### config.mk
export PLATFORM = sky130hd
export DESIGN_NAME = serial_frame_receiver
export DESIGN_NICKNAME = d
export VERILOG_FILES = /design/src/rtl/serial_frame_receiver.sv
export SDC_FILE = /design/constraint.sdc
export NUM_CORES = 1
export LEC_CHECK = 0
export BUFFER_PORTS_ARGS = -buffer_cell sky130_fd_sc_hd__clkbuf_2
export CAP_MARGIN = 10
export CORE_AREA = 8 8 77 79
export CTS_CLUSTER_SIZE = 20
export DETAILED_ROUTE_END_ITERATION = 12
export DIE_AREA = 0 0 85 87
export MAX_ROUTING_LAYER = met4
export PLACE_DENSITY = 0.55
export SKIP_LAST_GASP = 1
export SYNTH_ARGS = -nofsm -noshare
export SYNTH_HDL_FRONTEND = slang
export SYNTH_SLANG_ARGS = --single-unit
### constraint.sdc
create_clock -name i_clk -period 2.15 [get_ports i_clk]
set_input_delay 0.43 -clock i_clk [delete_from_list [all_inputs] [get_ports i_clk]]
set_output_delay 0.43 -clock i_clk [all_outputs]
set_load 0.005 [all_outputs]
### src/rtl/serial_frame_receiver.sv
// Serial byte receiver: 2-flop synchroniser, mid-bit sampling FSM,
// valid/ready byte output with frame-error and overrun pulses.
module serial_frame_receiver #(
    parameter int FRAME_WIDTH  = 10,
    parameter int CLKS_PER_BIT = 16
) (
    input  logic                   i_clk,
    input  logic                   i_reset_n,
    input  logic                   i_rx,
    input  logic                   i_ready,
    output logic [FRAME_WIDTH-3:0] o_data,
    output logic                   o_valid,
    output logic                   o_frame_err,
    output logic                   o_overrun,
    output logic                   o_busy
);

    localparam int DATA_BITS = FRAME_WIDTH - 2;
    localparam int TW        = $clog2(CLKS_PER_BIT);
    localparam int BW        = $clog2(DATA_BITS + 1);

    localparam logic [TW-1:0] HALF_M1  = TW'(CLKS_PER_BIT / 2 - 1);
    localparam logic [TW-1:0] FULL_M1  = TW'(CLKS_PER_BIT - 1);
    localparam logic [BW-1:0] BIT_LAST = BW'(DATA_BITS - 1);

    typedef enum logic [2:0] {
        IDLE,
        START,
        DATA,
        STOP,
        WAIT_IDLE
    } state_e;

    state_e               state_q, state_d;
    logic [1:0]           sync_q;
    logic [TW-1:0]        tick_q, tick_d;
    logic [BW-1:0]        bit_q, bit_d;
    logic [DATA_BITS-1:0] shift_q, shift_d;
    logic [DATA_BITS-1:0] data_q, data_d;
    logic                 valid_q, valid_d;
    logic                 ferr_q, ferr_d;
    logic                 ovr_q, ovr_d;

    logic rx_s;
    logic tick;

    assign rx_s = sync_q[1];
    assign tick = (tick_q == '0);

    always_comb begin
        state_d = state_q;
        tick_d  = tick ? FULL_M1 : tick_q - 1'b1;
        bit_d   = bit_q;
        shift_d = shift_q;
        data_d  = data_q;
        valid_d = valid_q & ~i_ready;
        ferr_d  = 1'b0;
        ovr_d   = 1'b0;

        unique case (state_q)
            IDLE: begin
                if (!rx_s) begin
                    state_d = START;
                    tick_d  = HALF_M1;
                end
            end
            START: begin
                if (tick) begin
                    if (rx_s) begin
                        state_d = IDLE;
                    end else begin
                        state_d = DATA;
                        bit_d   = '0;
                    end
                end
            end
            DATA: begin
                if (tick) begin
                    shift_d = {rx_s, shift_q[DATA_BITS-1:1]};
                    bit_d   = bit_q + 1'b1;
                    if (bit_q == BIT_LAST) begin
                        state_d = STOP;
                    end
                end
            end
            STOP: begin
                if (tick) begin
                    if (!rx_s) begin
                        ferr_d  = 1'b1;
                        state_d = WAIT_IDLE;
                    end else begin
                        state_d = IDLE;
                        // A byte accepted on this edge frees the slot for the new one
                        if (!valid_q || i_ready) begin
                            data_d  = shift_q;
                            valid_d = 1'b1;
                        end else begin
                            ovr_d = 1'b1;
                        end
                    end
                end
            end
            WAIT_IDLE: begin
                if (rx_s) begin
                    state_d = IDLE;
                end
            end
            default: begin
                state_d = IDLE;
            end
        endcase
    end

    always_ff @(posedge i_clk or negedge i_reset_n) begin
        if (!i_reset_n) begin
            state_q <= IDLE;
            sync_q  <= 2'b11;
            tick_q  <= '0;
            bit_q   <= '0;
            shift_q <= '0;
            data_q  <= '0;
            valid_q <= 1'b0;
            ferr_q  <= 1'b0;
            ovr_q   <= 1'b0;
        end else begin
            state_q <= state_d;
            sync_q  <= {sync_q[0], i_rx};
            tick_q  <= tick_d;
            bit_q   <= bit_d;
            shift_q <= shift_d;
            data_q  <= data_d;
            valid_q <= valid_d;
            ferr_q  <= ferr_d;
            ovr_q   <= ovr_d;
        end
    end

    assign o_data      = data_q;
    assign o_valid     = valid_q;
    assign o_frame_err = ferr_q;
    assign o_overrun   = ovr_q;
    assign o_busy      = (state_q != IDLE);

endmodule
Word level (Yosys, flattened, before mapping)
Cells that the tools add are included.
{"block": "totals", "ff_bits": 32}
{"block": "op_classes", "eq_ne": 12, "muxes": 27, "bitwise_logic": 2, "reduce_logical": 10, "n_addsub": 2}
{"op": "2-to-1 mux 4 bit", "count": 6}
{"op": "2-to-1 mux 3 bit", "count": 7}
{"op": "case mux 3 bit (5 select lines)", "count": 1}
{"op": "inequality test 2 bit (second input constant)", "count": 7}
{"op": "2-to-1 mux 1 bit", "count": 11}
{"op": "case mux 4 bit (2 select lines)", "count": 1}
{"op": "AND reduction 4 bit", "count": 2}
{"op": "== test 3 x 2 -> 1 bit (second input constant)", "count": 2}
{"op": "AND reduction 6 bit", "count": 1}
{"op": "adder 4 x 1 -> 4 bit (second input constant)", "count": 1}
{"op": "== test 4 x 3 -> 1 bit (second input constant)", "count": 1}
{"op": "zero test 4 bit", "count": 1}
{"op": "subtractor 4 x 1 -> 4 bit (second input constant)", "count": 1}
{"op": "== test 3 x 1 -> 1 bit (second input constant)", "count": 1}
{"op": "== test 3 bit (second input constant)", "count": 1}
{"op": "zero test 3 bit", "count": 1}
{"op": "nonzero test 3 bit", "count": 1}
{"op": "2-to-1 mux 2 bit", "count": 1}
{"op": "AND reduction 2 bit", "count": 1}
{"op": "nonzero test 2 bit", "count": 1}
{"op": "bitwise AND 1 bit", "count": 1}
{"op": "zero test 1 bit", "count": 1}
{"op": "logical OR 1 bit", "count": 1}
{"op": "inverter 1 bit", "count": 1}

Depth between registers and ports, before layout
{"block": "logic_depth", "ltp_word": 6, "depth_mapped": 6, "depth_no_buf": 5}

Least setup slack after synthesis
Ideal clock, no wire load.
{"block": "synth_path", "path_kind": "register to register", "from": "register tick_q[0]", "to": "register data_q[0] (netlist: o_data[0])", "n_path_buf": 1, "stages_incl_launch_ff": 7, "setup_slack_ns": 0.032, "arrival_ns": 1.994, "synth_period_minus_slack_ns": 2.118, "required_time_ns": 2.025, "setup_ns": 0.125, "cell_sequence": "dfrtp_1 -> inv_1 -> ha_1 -> or4b_4 -> buf_6 -> nor3b_4 -> mux2_2"}
{"block": "synth_between", "elab_chain_cells": 2}
{"item": "start, declared", "line_no": "36", "source": "logic [TW-1:0] tick_q, tick_d;"}
{"item": "start signal, assigned", "line_no": "128", "source": "tick_q <= tick_d;"}
{"item": "zero test 4 bit", "line_no": "48", "source": "assign tick = (tick_q == '0);"}
{"item": "AND reduction 4 bit (no line)"}
{"item": "end signal, assigned", "line_no": "131", "source": "data_q <= data_d;"}
{"item": "end, declared", "line_no": "39", "source": "logic [DATA_BITS-1:0] data_q, data_d;"}
No other way between the ends.
A chain may end at the register's enable or synchronous reset.

Final worst setup path
{"block": "layout_path", "from": "register tick_q[0]", "to": "register data_q[3] (netlist: o_data[3])"}
Same word-level chain as after synthesis.

==> qor.csv <==
stage,metric,value,unit
status,status,"complete, no violations",
floorplanning,coreArea,4847,um2
pwr,power_density,1006,nW/um2
sta,fin_setup_tns,0,ps
worst_setup_path,cp.depth,6,
yosys,ys_seq_area_share,57.94,%
yosys,ys_warn_count,0,
sta,setup_slack,153.7,ps
sta,finalSetupViolations,0,
floorplanning,dieArea,7395,um2
detailed_routing,wl_per_cell,14.08,um
floorplanning,io_pins,16,
global_routing,busiest_layer,met2,
worst_setup_path,cp_slowest_cell,or4b_4,
worst_setup_path,cp_slowest_stage_delay,540,ps
place,hpwl,1839,um
yosys,synth-seq-cells,32,
global_routing,antenna_found_initial,0,
global_routing,use_met2,11.65,%
detailed_routing,drt_iter0_drc,71,
cells_and_area,final.fill_count,470,
global_routing,grt_pass1_vias,928,
cts,clockRootBuffer,clkbuf_8,
global_routing,grt_max_degree,33,
yosys,synth.distinct_cells,33,
yosys,syn_inst,108,
sta,hold_viol_final,0,
sta,max_slew.worst_pin.slew,782.9,ps
cts,cts.sinks,32,
worst_setup_path,crit_start,tick_q[0],
worst_setup_path,worst-path-buf-inv,2,
cells_and_area,diodes,0,
global_routing,grtUsageTotal,7.678,%
worst_setup_path,critPathLaunchType,flip-flop,
pwr,p_leak,0.7778,nW
detailed_routing,vias,929,
place,port_buffers,15,
cts,cts_tree,built,
sta,fmax,500.9,MHz
worst_setup_path,reg2regPathDepth,6,
sta,slew_headroom,47.81,%
worst_setup_path,critPathKind,reg -> reg,
cells_and_area,synthToLayoutAreaGrowth,19.58,%
worst_setup_path,rr_startpoint,tick_q[0],
pwr,peakVddDrop,0.2908,mV
detailed_routing,drc,0,
floorplanning,row_count,26,
global_routing,grt.met3_usage,3.774,%
worst_setup_path,worst_ep_required_time,2310,ps
detailed_routing,ant_nets,0,
sta,drv_slew,0,
place,pre_cts_ws,53.80,ps
cts,clk_pin_slew_worst_paths,70,ps
yosys,syn-num-nets,114,
hold_path,hold_path.class,in -> async,
floorplanning,die_h,87,um
cts,clk_latency,280,ps
sta,fin_crit,1996,ps
floorplanning,start_util,28.60,%
detailed_routing,vias_per_cell,4.968,
cts,htree_levels,2,
global_routing,grt_pass1_wl,4353,um
cells_and_area,nets,136,
sta,fin_crit_sh,92.85,%
worst_setup_path,path_cells,inv_1 > ha_1 > or4b_4 > nor3b_4 > buf_12 > mux2_2,
detailed_routing,wirelength,2633,um
global_routing,met1_usage,8.123,%
place,gp_congestion,0.8249,
cts,cts_buffers,5,
sta,rsz0062_at_grt,false,
detailed_routing,drt_pass1_iterations,4,
worst_setup_path,end_kind,flip-flop,
worst_setup_path,cp_max_fo,11,
cts,cts_buffer_depth,2,
sta,final.setup_skew,5.653,ps
worst_setup_path,critical-path-top-delay-family,simple AND/OR/NAND/NOR gates,
global_routing,grt_overflow_total,0,
worst_setup_path,crit_arrival,2160,ps
yosys,synth_area,1386,um2
cts,cts-resized-gates,0,
flow_run,max_cap_viol_count,0,
pwr,power,0.001668,W
cells_and_area,drive_gt1_share,38.93,%
yosys,syn_avg_cell_area,12.84,um2
floorplanning,die_w,85,um
[synthesized netlist by cell type, drive strengths merged]
library cell / number / area share, %
a211oi: 3 / 1.6
o31a: 1 / 0.63
nor3: 3 / 1.1
and3: 1 / 0.45
nor3b: 2 / 1.9
nand3: 3 / 1.1
o21a: 1 / 0.54
or3: 1 / 0.45
inv: 2 / 0.54
and2: 1 / 0.45
dfstp: 2 / 3.8
dfrtp: 30 / 54
xnor2: 1 / 0.63
a221oi: 2 / 1.3
or4b: 1 / 0.99
clkbuf: 2 / 0.54
o21ba: 1 / 0.72
ha: 2 / 1.8
or2: 3 / 1.4
a21oi: 2 / 0.72
and4bb: 1 / 0.90
nand2: 4 / 1.1
a31oi: 3 / 1.4
mux2: 16 / 13
nand2b: 2 / 0.90
and4b: 2 / 1.4
nor4b: 2 / 1.3
mux2i: 1 / 0.72
o21ai: 5 / 1.8
buf: 2 / 1.2
nor2: 6 / 1.6
[worst reg2reg max path, delay by kind of cell (launching register included)]
kind | cells | cell delay (ps)
AND/OR/NAND/NOR | 2 | 790
flip-flops | 1 | 400
multiplexers | 1 | 320
buffers and inverters | 2 | 220
adder cells (fa/ha/maj) | 1 | 150
[cell families (layout without fill, tap and decap cells)]
kind of cell             count (synthesis)  after routing  share of synthesized area [%]
buffers and inverters                    6             29                          2.256
AO/OA/AOI/OAI                           18             18                          8.665
flip-flops                              32             32                          57.94
AND/OR/NAND/NOR                         32             32                          14.98
multiplexers                            17             17                          13.72
XOR/XNOR                                 1              1                         0.6319
adder cells (fa/ha/maj)                  2              2                          1.805
[state kept, by name, indices dropped and copies added, names as in the netlist]
name / flops
bit_q: 4
o_data: 8
o_frame_err: 1
o_overrun: 1
o_valid: 1
shift_q: 8
state_q: 3
sync_q: 2
tick_q: 4
[layout by cell type, fill, tap and decap left out, drive strengths merged]
| cell type | synthesis | routed |
|---|---|---|
| nor3b | 2 | 2 |
| nor3 | 3 | 3 |
| or3 | 1 | 1 |
| and4b | 2 | 2 |
| mux2i | 1 | 1 |
| o31a | 1 | 1 |
| ha | 2 | 2 |
| dfrtp | 30 | 30 |
| a21oi | 2 | 2 |
| a31oi | 3 | 3 |
| o21a | 1 | 1 |
| and2 | 1 | 1 |
| clkinv | 0 | 1 |
| nand2 | 4 | 4 |
| and4bb | 1 | 1 |
| nor4b | 2 | 2 |
| inv | 2 | 2 |
| clkbuf | 2 | 21 |
| mux2 | 16 | 16 |
| nand2b | 2 | 2 |
| or4b | 1 | 1 |
| nor2 | 6 | 6 |
| bufinv | 0 | 1 |
| or2 | 3 | 3 |
| nand3 | 3 | 3 |
| o21ba | 1 | 1 |
| o21ai | 5 | 5 |
| dfstp | 2 | 2 |
| and3 | 1 | 1 |
| a211oi | 3 | 3 |
| buf | 2 | 4 |
| xnor2 | 1 | 1 |
| a221oi | 2 | 2 |
[metal layers]
layer / part of all wire (%) / up-vias
met1: 45 / 458
met5: 0 / -
li1: - / 441
met2: 46 / 24
met4: 1.4 / 0
met3: 6.7 / 6
[final timing paths]
check	slack [ps]	to
max	150	o_data[3]
min	220	bit_q[1]
max reg2reg	150	o_data[3]
min reg2reg	360	sync_q[1]
max in group asynchronous	1430	shift_q[3]
min in group i_clk	230	sync_q[0]
[report_power, final]
part	switching [W]	internal, W	total, W
logic	0.000176	0.000169	0.000345
clock network	0.000211	0.000344	0.000554
registers	0.0000902	0.000678	0.000768
[repair_timing]
item | CTS | global route
hold buffers | 0 | 0
buffers inserted | 0 | 1
endpoints found under the setup margin | 0 | 8
endpoints found under the hold margin | 0 | 0
[stage by stage]
stage | hold WS (ps) | std cells | util (%) | cell area [um2]
after global routing | 227.1 | 187 | 34.20 | 1658
after detailed placement | 349.2 | 178 | 31.57 | 1530
after floorplan | 134.4 | 108 | - | 1386
final | 220.6 | 187 | 34.20 | 1658
after global placement | 348.4 | 178 | 31.57 | 1530
after CTS | 224.3 | 186 | 33.79 | 1638
[area by class of cell]
class	instances	area, um2	area share [%]
Clock buffer	6	72.57	4.377
Clock inverter	2	35.03	2.113
Inverter	2	7.507	0.4528
Multi-Input combinational cell	70	551.8	33.28
Sequential cell	32	803.3	48.45
Tap cell	56	70.07	4.226
Timing Repair Buffer	19	117.6	7.094
No activity file was read; power rests on OpenSTA's default activity.
